==> src/rtl/tas_avg_ctrl.sv <==
// Read-side controller: pops FIFO bytes, averages each SAMPLES-byte group and
// writes the average to external RAM at a down-counting, wrapping address.
module tas_avg_ctrl #(
  parameter int unsigned       DATA_W     = 8,
  parameter int unsigned       ADDR_W     = 11,
  parameter int unsigned       SAMPLES    = 4,
  parameter logic [ADDR_W-1:0] ADDR_START = {ADDR_W{1'b1}}
) (
  input  logic              clk_2,
  input  logic              reset,
  input  logic              fifo_empty,
  input  logic [DATA_W-1:0] fifo_data,
  output logic              rd_fifo,
  output logic              ram_wr_n,
  output logic [DATA_W-1:0] ram_data,
  output logic [ADDR_W-1:0] ram_addr,
  output logic              busy
);

  localparam int unsigned ShiftW = $clog2(SAMPLES);
  localparam int unsigned SumW   = DATA_W + ShiftW;
  localparam int unsigned CntW   = $clog2(SAMPLES + 1);

  typedef enum logic [2:0] {StIdle, StPop, StCapt, StWrite, StNext} state_e;

  state_e              state_q, state_d;
  logic [SumW-1:0]     sum_q, sum_d, sum_next;
  logic [CntW-1:0]     cnt_q, cnt_d;
  logic                rd_fifo_q, rd_fifo_d;
  logic                ram_wr_n_q, ram_wr_n_d;
  logic [DATA_W-1:0]   ram_data_q, ram_data_d;
  logic [ADDR_W-1:0]   ram_addr_q, ram_addr_d;
  logic                busy_q, busy_d;

  assign sum_next = sum_q + SumW'(fifo_data);

  always_comb begin
    state_d    = state_q;
    sum_d      = sum_q;
    cnt_d      = cnt_q;
    ram_data_d = ram_data_q;
    ram_addr_d = ram_addr_q;

    unique case (state_q)
      StIdle: begin
        if (!fifo_empty) state_d = StPop;
      end
      StPop: begin
        state_d = StCapt;
      end
      StCapt: begin
        sum_d = sum_next;
        cnt_d = cnt_q + CntW'(1);
        if (cnt_d == CntW'(SAMPLES)) begin
          // Load the average on entry to WRITE so it is valid for the whole strobe.
          ram_data_d = DATA_W'(sum_next >> ShiftW);
          state_d    = StWrite;
        end else begin
          state_d = StIdle;
        end
      end
      StWrite: begin
        state_d = StNext;
      end
      StNext: begin
        sum_d      = '0;
        cnt_d      = '0;
        ram_addr_d = (ram_addr_q == '0) ? ADDR_START : ram_addr_q - ADDR_W'(1);
        state_d    = StIdle;
      end
      default: begin
        state_d = StIdle;
      end
    endcase

    // Outputs are registered, so decode them from the next state.
    rd_fifo_d  = (state_d == StPop);
    ram_wr_n_d = (state_d != StWrite);
    busy_d     = (cnt_d != '0) || (state_d == StWrite) || (state_d == StNext);
  end

  always_ff @(posedge clk_2 or posedge reset) begin
    if (reset) begin
      state_q    <= StIdle;
      sum_q      <= '0;
      cnt_q      <= '0;
      rd_fifo_q  <= 1'b0;
      ram_wr_n_q <= 1'b1;
      ram_data_q <= '0;
      ram_addr_q <= ADDR_START;
      busy_q     <= 1'b0;
    end else begin
      state_q    <= state_d;
      sum_q      <= sum_d;
      cnt_q      <= cnt_d;
      rd_fifo_q  <= rd_fifo_d;
      ram_wr_n_q <= ram_wr_n_d;
      ram_data_q <= ram_data_d;
      ram_addr_q <= ram_addr_d;
      busy_q     <= busy_d;
    end
  end

  assign rd_fifo  = rd_fifo_q;
  assign ram_wr_n = ram_wr_n_q;
  assign ram_data = ram_data_q;
  assign ram_addr = ram_addr_q;
  assign busy     = busy_q;

endmodule
==> config.mk <==
export PLATFORM = sky130hd
export DESIGN_NAME = tas_avg_ctrl
export DESIGN_NICKNAME = d
export VERILOG_FILES = /design/src/rtl/tas_avg_ctrl.sv
export SDC_FILE = /design/constraint.sdc
export NUM_CORES = 1
export LEC_CHECK = 0
export ABC_AREA = 1
export BUFFER_PORTS_ARGS = -buffer_cell sky130_fd_sc_hd__buf_4
export CORE_MARGIN = 4
export CORE_UTILIZATION = 56
export CTS_CLUSTER_DIAMETER = 60
export DETAILED_ROUTE_END_ITERATION = 10
export PLACE_DENSITY = 0.76
export SLEW_MARGIN = 30
export SYNTH_ARGS = -nofsm -noshare
export SYNTH_HDL_FRONTEND = slang
export SYNTH_SLANG_ARGS = --single-unit
==> constraint.sdc <==
create_clock -name clk_2 -period 1.7 [get_ports clk_2]
set_input_delay 0.34 -clock clk_2 [delete_from_list [all_inputs] [get_ports clk_2]]
set_output_delay 0.34 -clock clk_2 [all_outputs]
set_load 0.05 [all_outputs]
==> results.txt <==
status: completed
first-pass GRT wire length: 7.327 mm
met3 usage: 0.04638
WL/cell: 12.64 um
FF+latch count, synth: 38
core area: 3661 um2
layout cells sized above 1: 0.2718
NetSw: 2.555 mW
Mapped Nets: 276
Reg power frac: 0.316
vias after detailed routing: 1,748
Iteration-0 DRC Markers: 98
CTS buffer count: 5
Max-cap violations: 0
Initial Util: 0.5789
Comb pwr share: 0.564
setup ws final: 0.1161 ns
Pint: 2.707 mW
die area: 4833 um2
setup_tns: 0 ns
Final Setup Violations: 0
RSZ-0062 raised after global routing: yes
largest net degree at the start of global routing: 39
post-synthesis cell area: 2120 um2
I/O Buffers: 32
grt peak-use layer: met2
Area Overhead vs Synth: 21.78%
Post-Syn Area per Cell: 8.378 um2
Tcrit/Tclk final: 0.9317
Rows: 22
Startpoint Class: flop
commonest non-fill, non-tap cell in the layout: nand2_1
Mapped Cells: 253
CTS Buffer Depth: 2
GPL Wtd Cong: 0.8600
Vias per Instance: 5.052
Root Driver: clkbuf_8
die height: 69.52 um
critical path endpoint category: flop
Worst-Margin Slew: 0.4674 ns
Slew headroom: 0.6884
CP Max Fanout: 3
Critical Path AT: 1.80 ns
sw frac: 0.4855
library cells used by synthesis: 29
CTS tree: built
Seq/Total Area, Yosys: 0.4557
GRT Total Usage: 0.1878
Worst Path Required: 1.92 ns
post-route cell area: 2581 um2
vias in the first global route: 1,641
Final HPWL DP: 3.193 mm
fillcell total: 296
Max Clock Freq: 631.3 MHz
Pwr Density: 2039 nW/um2
M2 GR Usage: 0.2934
Clock transition at path regs: 0.07 ns
H-tree depth: 2
dpl ws: -0.02367 ns
clk_skew: 0.006440 ns
nets: 320
Pins Over Slew Limit: 0
final WL: 4.374 mm
yosys warns: 0
clk sink count: 38
commonest non-fill, non-tap cells in the layout: nand2_1 (75), buf_4 (39), inv_1 (26), dfrtp_1 (26), nand3_1 (22)
router iterations before antenna repair: 4
Worst VDD drop: 1084 uV
clock power share: 0.120
Setup CP Type: flop to flop
hold_buf cts: 0
initial antenna violation count: 0
Hold Crit Class: input port to asynchronous set/reset pin
post-route core utilization: 0.7051
clk_lat worst skew: 0.29 ns
Die X: 69.52 um
P_leak: 1.328 nW
# IOs: 33
Hold Vio Cnt, Final: 0
Period minus WS final: 1.584 ns
dpl cell area: 2450 um2
diode count: 0
DRC Markers: 0
remaining global-route overflow: 0
met1 usage: 0.2567
Antenna Violating Nets Remaining: 0
-- critical path, cell delays in order (launching register included) --
cell and delay (ns):
dfstp_2 0.37, inv_1 0.10, ha_1 0.16, inv_1 0.05, nor3_1 0.26, inv_1 0.14, nor2_2 0.17, nand2_1 0.09
xor2_1 0.16
-- sequential cells by signal, summed over array words and instances, names as in the netlist --
name	cells
cnt_q	3
sum_q	10
rd_fifo	1
ram_addr	11
ram_wr_n	1
state_q	3
busy	1
ram_data	8
-- layer usage --
| metal | routed length (um) | up-vias |
|---|---|---|
| li1 | - | 896 |
| met1 | 2026 | 810 |
| met2 | 2082 | 36 |
| met3 | 206 | 6 |
| met4 | 59 | 0 |
| met5 | 0 | - |
-- Yosys cell counts --
library cell	instances	area share
nand3_1	22	0.052
a21oi_1	5	0.012
nand4_1	2	0.0059
nor2_2	1	0.0030
or2_1	1	0.0030
nand3b_1	5	0.018
o21ai_0	11	0.026
inv_4	1	0.0030
nor2_1	18	0.032
nand2_4	3	0.016
nand3_4	3	0.025
o22ai_1	1	0.0030
inv_1	26	0.046
dfstp_2	12	0.15
o21ai_2	1	0.0041
fa_1	1	0.0094
ha_1	11	0.065
nor4_1	1	0.0030
nor3_1	5	0.012
o21a_1	1	0.0035
a21boi_0	1	0.0035
xor2_1	6	0.025
dfrtp_1	26	0.31
buf_6	2	0.011
o21ai_1	1	0.0024
nand2_1	77	0.14
a22o_2	1	0.0047
inv_2	5	0.0089
xnor2_1	3	0.012
-- final cells by class --
cell class / count / area [um2] / share of cell area
timing repair buffer: 39 / 292.8 / 0.1134
tap: 48 / 60.06 / 0.02327
inverter: 32 / 122.6 / 0.04750
clock inverter: 1 / 5.005 / 0.001939
multi-input combinational: 181 / 1049 / 0.4062
sequential: 38 / 965.9 / 0.3742
clock buffer: 7 / 86.33 / 0.03345
-- timing repair --
item,in CTS,in global routing
buffers inserted,0,0
endpoints found under the setup margin,0,11
gates resized for setup,0,9
-- kinds of logic (layout without fill, tap and decap cells) --
group,Yosys count,count (layout),synth area share
AOI/OAI and AO/OA,22,22,0.05903
DFF,38,38,0.4557
xor gates and xnor gates,9,9,0.03719
adders and majority gates,12,12,0.07438
buffers and inverters,34,79,0.06848
and+or+nand+nor,138,138,0.3052
-- through the flow --
step / total power [mW] / instances / hold WS, ns
final: 5.263 / 346 / 0.1615
after global routing: 5.701 / 346 / 0.2004
after CTS: 5.205 / 346 / 0.1756
after detailed placement: 4.551 / 338 / 0.4666
after global placement: 4.481 / 338 / 0.4692
after floorplan: 3.810 / 253 / 0.4207
-- final timing paths --
check                              from      endpoint  slack [ns]  cells after the start
max reg2reg                 ram_addr[0]   ram_addr[8]        0.12                      8
min reg2reg                ram_addr[10]  ram_addr[10]        0.48                      2
min                               reset    state_q[2]        0.16                      3
max                         ram_addr[0]   ram_addr[8]        0.12                      8
min in group clk_2           fifo_empty       rd_fifo        0.21                      2
max in group asynchronous         reset      ram_wr_n        1.18                      3
-- power groups by stage --
stage | Combinational, mW | Clock, mW | Sequential (mW)
2_1_floorplan | 1.48 | 0 | 2.33
3_3_place_gp | 2.83 | 0 | 1.66
3_5_place_dp | 2.88 | 0 | 1.67
4_1_cts | 2.90 | 0.649 | 1.66
5_1_grt | 3.29 | 0.687 | 1.72
6_report | 2.97 | 0.632 | 1.66
Power figures use the tool's default switching activity.
